### config.mk
export PLATFORM = sky130hd
export DESIGN_NAME = swu_rom_fetch_flat
export DESIGN_NICKNAME = d
export VERILOG_FILES = /design/src/rtl/swu_rom_fetch_if.sv /design/src/rtl/swu_rom_fetch.sv /design/src/flat_wrapper.sv
export SDC_FILE = /design/constraint.sdc
export NUM_CORES = 1
export LEC_CHECK = 0
export ABC_AREA = 1
export CAP_MARGIN = 20
export CORE_ASPECT_RATIO = 0.6
export CORE_MARGIN = 2
export CORE_UTILIZATION = 44
export DETAILED_ROUTE_END_ITERATION = 7
export PLACE_DENSITY = 0.74
export SLEW_MARGIN = 25
export SYNTH_ARGS = -nofsm -noshare
export SYNTH_HDL_FRONTEND = slang
export SYNTH_SLANG_ARGS = --single-unit
### constraint.sdc
create_clock -name clk -period 3.2 [get_ports clk]
set_input_delay 0.8 -clock clk [delete_from_list [all_inputs] [get_ports clk]]
set_output_delay 0.8 -clock clk [all_outputs]
set_load 0.02 [all_outputs]
### src/rtl/swu_rom_fetch_if.sv
// Bus bundle between the fetch sequencer, the swu_rom_* read port and the SWU datapath stream.
// master = sequencer side; slave = ROM/datapath side.
interface swu_rom_fetch_if #(
    parameter int ADDR_W = 5,
    parameter int DATA_W = 32
);
    logic              rom_en;
    logic [ADDR_W-1:0] rom_addr;
    logic [DATA_W-1:0] rom_data;
    logic              out_valid;
    logic              out_ready;
    logic [DATA_W-1:0] out_data;
    logic [ADDR_W-1:0] out_idx;
    logic              out_last;

    modport master (
        output rom_en, rom_addr, out_valid, out_data, out_idx, out_last,
        input  rom_data, out_ready
    );

    modport slave (
        input  rom_en, rom_addr, out_valid, out_data, out_idx, out_last,
        output rom_data, out_ready
    );
endinterface

### src/rtl/swu_rom_fetch.sv
// Walks ROM addresses 0..DEPTH-1 and streams the words through a 2-entry skid FIFO.
// Define SWU_FETCH_CKSUM_EN to build the running XOR checksum on cksum (tied to 0 otherwise).
module swu_rom_fetch #(
    parameter int DEPTH  = 29,
    parameter int ADDR_W = 5,
    parameter int DATA_W = 32
) (
    input  logic              clk,
    input  logic              rst,
    input  logic              start,
    input  logic              abort,
    output logic              busy,
    output logic              done,
    output logic [DATA_W-1:0] cksum,
    swu_rom_fetch_if.master   bus
);
    typedef enum logic [1:0] {IDLE, FETCH, DRAIN} state_t;

    localparam logic [ADDR_W:0]   DEPTH_P  = (ADDR_W+1)'(DEPTH);
    localparam logic [ADDR_W-1:0] LAST_IDX = ADDR_W'(DEPTH - 1);

    state_t            state, state_next;
    logic [ADDR_W:0]   ptr, ptr_next;
    logic [ADDR_W-1:0] addr_q;
    logic              inflight;
    logic [1:0]        count;
    logic              rd_ptr, wr_ptr;
    logic [DATA_W-1:0] fifo_data [2];
    logic [ADDR_W-1:0] fifo_idx  [2];
    logic              done_q, done_next;
    logic              pop, kill, start_acc;
    logic [2:0]        occ;

    assign pop       = bus.out_valid & bus.out_ready;
    assign kill      = abort & (state != IDLE);
    assign start_acc = (state == IDLE) & start & ~abort;
    // Slots that will be occupied after this cycle's pop; issuing needs one free.
    assign occ       = {1'b0, count} + {2'b00, inflight} - {2'b00, pop};

    assign bus.out_valid = (count != 2'd0);
    assign bus.out_data  = fifo_data[rd_ptr];
    assign bus.out_idx   = fifo_idx[rd_ptr];
    assign bus.out_last  = bus.out_valid & (bus.out_idx == LAST_IDX);
    assign busy          = (state != IDLE);
    assign done          = done_q;

    always_comb begin
        state_next   = state;
        ptr_next     = ptr;
        done_next    = 1'b0;
        bus.rom_en   = 1'b0;
        bus.rom_addr = addr_q;
        if (state == FETCH && ptr < DEPTH_P && occ < 3'd2) begin
            bus.rom_en   = 1'b1;
            bus.rom_addr = ptr[ADDR_W-1:0];
            ptr_next     = ptr + 1'b1;
            if (ptr_next == DEPTH_P) state_next = DRAIN;
        end
        case (state)
            IDLE: begin
                if (start_acc) begin
                    state_next = FETCH;
                    ptr_next   = '0;
                end
            end
            DRAIN: begin
                if (pop && bus.out_idx == LAST_IDX) begin
                    state_next = IDLE;
                    done_next  = 1'b1;
                end
            end
            default: ;
        endcase
        if (kill) begin
            state_next = IDLE;
            done_next  = 1'b0;
        end
    end

    // addr_q doubles as the index of the word in flight, since it always holds the last issued address.
    always_ff @(posedge clk) begin
        if (rst) begin
            state    <= IDLE;
            ptr      <= '0;
            addr_q   <= '0;
            inflight <= 1'b0;
            count    <= 2'd0;
            rd_ptr   <= 1'b0;
            wr_ptr   <= 1'b0;
            done_q   <= 1'b0;
            for (int i = 0; i < 2; i++) begin
                fifo_data[i] <= '0;
                fifo_idx[i]  <= '0;
            end
        end else begin
            state  <= state_next;
            ptr    <= ptr_next;
            addr_q <= bus.rom_addr;
            done_q <= done_next;
            if (kill) begin
                inflight <= 1'b0;
                count    <= 2'd0;
                rd_ptr   <= 1'b0;
                wr_ptr   <= 1'b0;
            end else begin
                inflight <= bus.rom_en;
                if (inflight) begin
                    fifo_data[wr_ptr] <= bus.rom_data;
                    fifo_idx[wr_ptr]  <= addr_q;
                    wr_ptr            <= ~wr_ptr;
                end
                if (pop) rd_ptr <= ~rd_ptr;
                count <= count + {1'b0, inflight} - {1'b0, pop};
            end
        end
    end

`ifdef SWU_FETCH_CKSUM_EN
    logic [DATA_W-1:0] cksum_q;

    // Accumulates every accepted word; an abort simply stops the updates, freezing the partial value.
    always_ff @(posedge clk) begin
        if (rst)            cksum_q <= '0;
        else if (start_acc) cksum_q <= '0;
        else if (pop)       cksum_q <= cksum_q ^ bus.out_data;
    end

    assign cksum = cksum_q;
`else
    assign cksum = '0;
`endif
endmodule

### src/flat_wrapper.sv
// flat-port wrapper written by rule: the top's interface ports become plain ports
module swu_rom_fetch_flat 
#(
    parameter int DEPTH  = 29,
    parameter int ADDR_W = 5,
    parameter int DATA_W = 32
)
  (clk, rst, start, abort, busy, done, cksum, bus_rom_en, bus_rom_addr, bus_out_valid, bus_out_data, bus_out_idx, bus_out_last, bus_rom_data, bus_out_ready);
  swu_rom_fetch_if #(.ADDR_W(ADDR_W), .DATA_W(DATA_W)) bus_i ();
  input  logic clk;
  input  logic rst;
  input  logic start;
  input  logic abort;
  output logic busy;
  output logic done;
  output logic [DATA_W-1:0] cksum;
  output wire logic [$bits(bus_i.rom_en)-1:0] bus_rom_en;
  output wire logic [$bits(bus_i.rom_addr)-1:0] bus_rom_addr;
  output wire logic [$bits(bus_i.out_valid)-1:0] bus_out_valid;
  output wire logic [$bits(bus_i.out_data)-1:0] bus_out_data;
  output wire logic [$bits(bus_i.out_idx)-1:0] bus_out_idx;
  output wire logic [$bits(bus_i.out_last)-1:0] bus_out_last;
  input wire logic [$bits(bus_i.rom_data)-1:0] bus_rom_data;
  input wire logic [$bits(bus_i.out_ready)-1:0] bus_out_ready;
  assign bus_rom_en = bus_i.rom_en;
  assign bus_rom_addr = bus_i.rom_addr;
  assign bus_out_valid = bus_i.out_valid;
  assign bus_out_data = bus_i.out_data;
  assign bus_out_idx = bus_i.out_idx;
  assign bus_out_last = bus_i.out_last;
  assign bus_i.rom_data = bus_rom_data;
  assign bus_i.out_ready = bus_out_ready;
  swu_rom_fetch #(.DEPTH(DEPTH), .ADDR_W(ADDR_W), .DATA_W(DATA_W)) u_core (.clk(clk), .rst(rst), .start(start), .abort(abort), .busy(busy), .done(done), .cksum(cksum), .bus(bus_i));
endmodule
[After elaboration in Yosys (flattened, before gate mapping)]
Memory sizes are Yosys's and may differ from the RTL's. A register that Yosys moved wholly into a read port is not among the register bits.
Index checks and enable logic that the tools add are counted.
Word-level totals
  logic and storage cells: 67
  memories kept: 2
  output and inout port bits: 79
  flip-flop bits (word level): 19
  memory bits (writable): 74
  input port bits: 37
Operators by class
  muxes and demuxes: 27
  bitwise gates (word level): 9
  reductions and logical operators: 10
  eq/ne operators: 4
  $add $sub $neg: 5
  order comparisons: 2
Memory list
  u_core.fifo_data: depth 2, bits a word 32, rd ports 1, clocked after Yosys merged registers in 1, write ports 2, RTL line swu_rom_fetch.sv:28  | logic [DATA_W-1:0] fifo_data [2];
  u_core.fifo_idx: depth 2, bits a word 5, rd ports 1, clocked after Yosys merged registers in 1, write ports 2, RTL line swu_rom_fetch.sv:29  | logic [ADDR_W-1:0] fifo_idx [2];
Operators by type and width (count)
  32-bit 2-to-1 mux: 1
  32-bit OR reduction: 1
  6-bit 2-to-1 mux: 3
  1-bit 2-to-1 mux: 16
  5-bit 2-to-1 mux: 2
  2-bit 2-to-1 mux: 4
  6-bit by 1-bit adder with 6-bit output, second input constant: 1
  6-bit by 5-bit equality test with 1-bit output, second input constant: 1
  6-bit by 5-bit less-than comparator with 1-bit output, second input constant: 1
  1-bit AND: 5
  5-bit equality test, second input constant: 1
  5-bit OR reduction: 1
  1-bit NOT: 4
  2-bit one-hot mux with 2 select lines: 1
  2-bit nonzero test: 2
  2-bit by 1-bit adder with 3-bit output: 1
  1-bit logical AND: 3
  3-bit by 2-bit less-than comparator with 1-bit output, second input constant: 1
  3-bit OR reduction: 1
  3-bit by 1-bit subtractor with 3-bit output: 1
  2-bit by 1-bit adder with 2-bit output: 1
  2-bit by 1-bit equality test with 1-bit output, second input constant: 1
  2-bit equality test, second input constant: 1
  2-bit zero test: 1
  2 further kinds: 2

[Depth between registers and ports, before layout]
  depth after elaboration: 8
  mapped depth: 15
  gate-level depth less buffers: 15

[Worst setup path after synthesis]
Ideal clock, no wire load.
  path type: input -> output
  start: input port bus_out_ready
  end: output port bus_rom_addr[3]
  arrival: 2.807 ns
  setup slack: -0.407 ns
  path buffers: 1
  stages on the path: 14
  cells stage by stage: inv_1 > nor2_1 > ha_1 > inv_1 > ha_1 > inv_1 > fa_1 > nand2_1 > nor2_1 > nand3_2 > buf_6 > nand2_1 > inv_1 > a21oi_1
On the way
  longest elaborated chain between the ends: 5
Ends and longest elaborated chain
  start: declaration: RTL line flat_wrapper.sv:24  | input wire logic [$bits(bus_i.out_ready)-1:0] bus_out_ready;
  1-bit AND: RTL line swu_rom_fetch.sv:34  | assign pop = bus.out_valid & bus.out_ready;
  named net u_core.pop: RTL line swu_rom_fetch.sv:31  | logic pop, kill, start_acc;
  3-bit by 1-bit subtractor with 3-bit output: RTL line swu_rom_fetch.sv:38  | assign occ = {1'b0, count} + {2'b00, inflight} - {2'b00, pop};
  3-bit by 2-bit less-than comparator with 1-bit output: RTL line swu_rom_fetch.sv:53  | if (state == FETCH && ptr < DEPTH_P && occ < 3'd2) begin
  1-bit logical AND: RTL line swu_rom_fetch.sv:53
  5-bit 2-to-1 mux: RTL line swu_rom_fetch.sv:53
  end: declaration: RTL line flat_wrapper.sv:18  | output wire logic [$bits(bus_i.rom_addr)-1:0] bus_rom_addr;
The timed path passes the listed nets, and every way through them passes these cells.

[Final worst setup path]
  start: input port bus_out_ready
  end: output port bus_rom_addr[0]
Same word-level chain as after synthesis.

==> impl_metrics.yaml <==
outcome:
  status: "complete, but fails checks"
  violations: "setup timing"
worst_setup_path:
  critPathArrivalTime_ps: 2800
  endpoint_kind: "primary output"
  critical_path_class: "primary input to primary output"
  r2r_slack_ps: 370
  reg2reg_from: "u_core.count[1]"
  crit_required_ps: 2400
  cp_max_fo: 5
  r2r_cells: 17
  crit-reg2reg-capture: "u_core.state[0]"
  cp-start-kind: "primary input"
cts:
  clock-sinks: 94
  cts_max_level: 3
  clock-root-buffer: "clkbuf_16"
  cts_max_path_buffers: 2
  clkTransAtPathRegs_ps: 60
  numCtsBuffers: 9
  cts_tree: "yes"
  clk-insertion-delay-late_ps: 340
synthesis:
  synth_cell_types: 29
  yosysWarnings: 0
  yosys.area_share.xor_xnor_pct: 0.197
  synthAdderAreaFrac_pct: 1.58
  ys_seq_elements: 94
  yosys.area_share.simple_pct: 12.6
  synth_top_family_by_area: "buffers and inverters"
  syn_avg_cell_area_sq_um: 10.7
  synth_compound_area_share_pct: 4.45
  synthMuxAreaShare_pct: 8.11
  yosysSeqAreaShare_pct: 59.0
  netlist_instances: 417
  syn_area_sq_um: 4440
placed_design:
  place_hpwl_microns: 6110
  postPlaceCellArea_sq_um: 5480
  io_buffers: 83
  globalplace.congestion: 0.844
  dpl.cell_count: 644
final_layout:
  area_growth_pct: 34.0
  nets: 574
  multi_input_area_sq_um: 1460
  layout_commonest_cell: "nor2_1"
  nFillCells: 802
  fin_area_sq_um: 5950
  layout_common_cells: "nor2_1 (89), clkdlybuf4s50_1 (76), edfxtp_1 (74)"
  regArea_sq_um: 2630
  drive_above_1_share_pct: 24.6
  antenna-diode-count: 0
  stdcell_count: 672
sta:
  hold_violations: 0
  worst_slack_ps: -401
  grt_setup_unrepaired: "yes"
  maxSlewViolCount: 0
  skew_ps: 5.78
  setup-tns-final_ps: -2190
  fin_crit_ps: 3600
  post-route-period-util_pct: 113
  fmax_mhz: 278
  finalSetupViolCount: 6
route:
  drtIter0Drc: 177
  drc: 0
  detail_route.wirelength_microns: 9550
  vias: 3020
  avgViaCountPerCell: 4.49
  ant_nets: 0
  wl_per_cell_microns: 14.2
  first_pass_iters: 6
power:
  power_density_nw_per_um2: 707
  irDropWorstVdd_mv: 0.526
  p_leak_nw: 2.48
global_route:
  grt_pass1_wl_microns: 14800
  gr-usage-all-layers_pct: 17.9
  grt_pass1_vias: 2902
  grt_max_degree: 27
  grt-ovfl-total: 0
  antenna_found_initial: 0
floorplanning:
  coreArea_sq_um: 9840
  io_pins: 116
  die_h_microns: 81.8
  std_cell_rows: 28
  die_area_sq_um: 10900
  start_util_pct: 45.1
  die_x_microns: 134
flow_run:
  drv_cap: 0
min_path:
  hold_class: "register to register"
  min_from: "u_core.rd_ptr"
  min_path_cells: 2
## sequential cells by signal, summed over array words and instances (netlist names), named ones only
signal            count
u_core.fifo_idx      10
u_core.addr_q         5
u_core.rd_ptr         1
u_core.done           1
u_core.count          2
u_core.inflight       1
u_core.fifo_data     64
u_core.state          2
u_core.ptr            6
u_core.wr_ptr         1
## critical path, stage by stage
cell	delay [ps]
buf_8	90
inv_12	30
nor2_4	130
ha_4	220
inv_2	60
ha_4	120
inv_2	30
fa_1	530
nand2_2	70
nor2_4	130
buf_6	130
nand3_4	100
nor2_4	150
a21oi_2	40
buf_4	150
## per-layer routing
layer / share of wire, % / global-route usage (%)
met1: 47 / 23.4
met4: 1.5 / 6.70
met3: 6.0 / 5.37
met5: 0 / 0
met2: 46 / 28.5
## Yosys cell counts (all sizes together)
cell    number  share of area, %
conb         1             0.084
buf         46               8.0
o21bai       1              0.17
a21oi       13               1.5
inv         70               5.9
a211oi       7               1.6
dfxtp       20               9.0
nor2        95               8.3
or2          1              0.14
nand2       34               2.9
nand4        3              0.42
mux2        32               8.1
o21ai        7               1.0
nor3         1              0.11
ha           4               1.1
edfxtp      74                50
a31oi        1              0.14
xor2         1              0.20
nand3        5              0.79
fa           1              0.45
## area by class of cell
class | count | area share [%]
clock buffer | 10 | 3.85
clock inverter | 6 | 1.05
inverter | 70 | 4.75
multi-input combinational | 239 | 24.6
sequential | 94 | 44.1
tap | 135 | 2.84
timing repair buffer | 118 | 18.8
## kinds of logic after synthesis
group,count (synthesis)
simple gates,139
compound gates,29
mux,32
buf+inv,116
xor+xnor,1
other cells,1
flops,94
fa+ha+maj,5
## worst max-delay path by stage
stage	start	end	slack [ps]	depth (start not counted)
2_1_floorplan	bus_out_ready	bus_rom_addr[3]	-200	14
3_3_place_gp	bus_out_ready	bus_rom_en	-1440	13
3_5_place_dp	bus_out_ready	bus_rom_en	-1480	13
4_1_cts	bus_out_ready	bus_rom_addr[3]	-450	15
5_1_grt	bus_out_ready	bus_rom_addr[0]	-490	15
6_report	bus_out_ready	bus_rom_addr[0]	-400	15
## timing repair
action                     4_1_cts  5_1_grt
gates resized for setup         58        7
setup endpoints to repair       15        7
setup buffers                    5        6
hold buffers                     0        0
pin swaps                        8       10
gates cloned                     1        0
## power breakdown
part	switching, mW	total, mW	internal, mW
clock	0.445	1.05	0.602
combinational	0.856	1.65	0.795
sequential	0.0779	1.51	1.43
## stage by stage
step / power, mW / setup slack, ps / hold WS, ps / util [%]
2_1_floorplan: 2.39 / -204 / 436 / -
3_3_place_gp: 2.93 / -1440 / 466 / 55.6
3_5_place_dp: 2.94 / -1480 / 485 / 55.6
4_1_cts: 4.12 / -448 / 490 / 59.6
5_1_grt: 4.40 / -493 / 515 / 60.4
6_report: 4.21 / -401 / 483 / 60.4
Power figures use the tool's default switching activity.
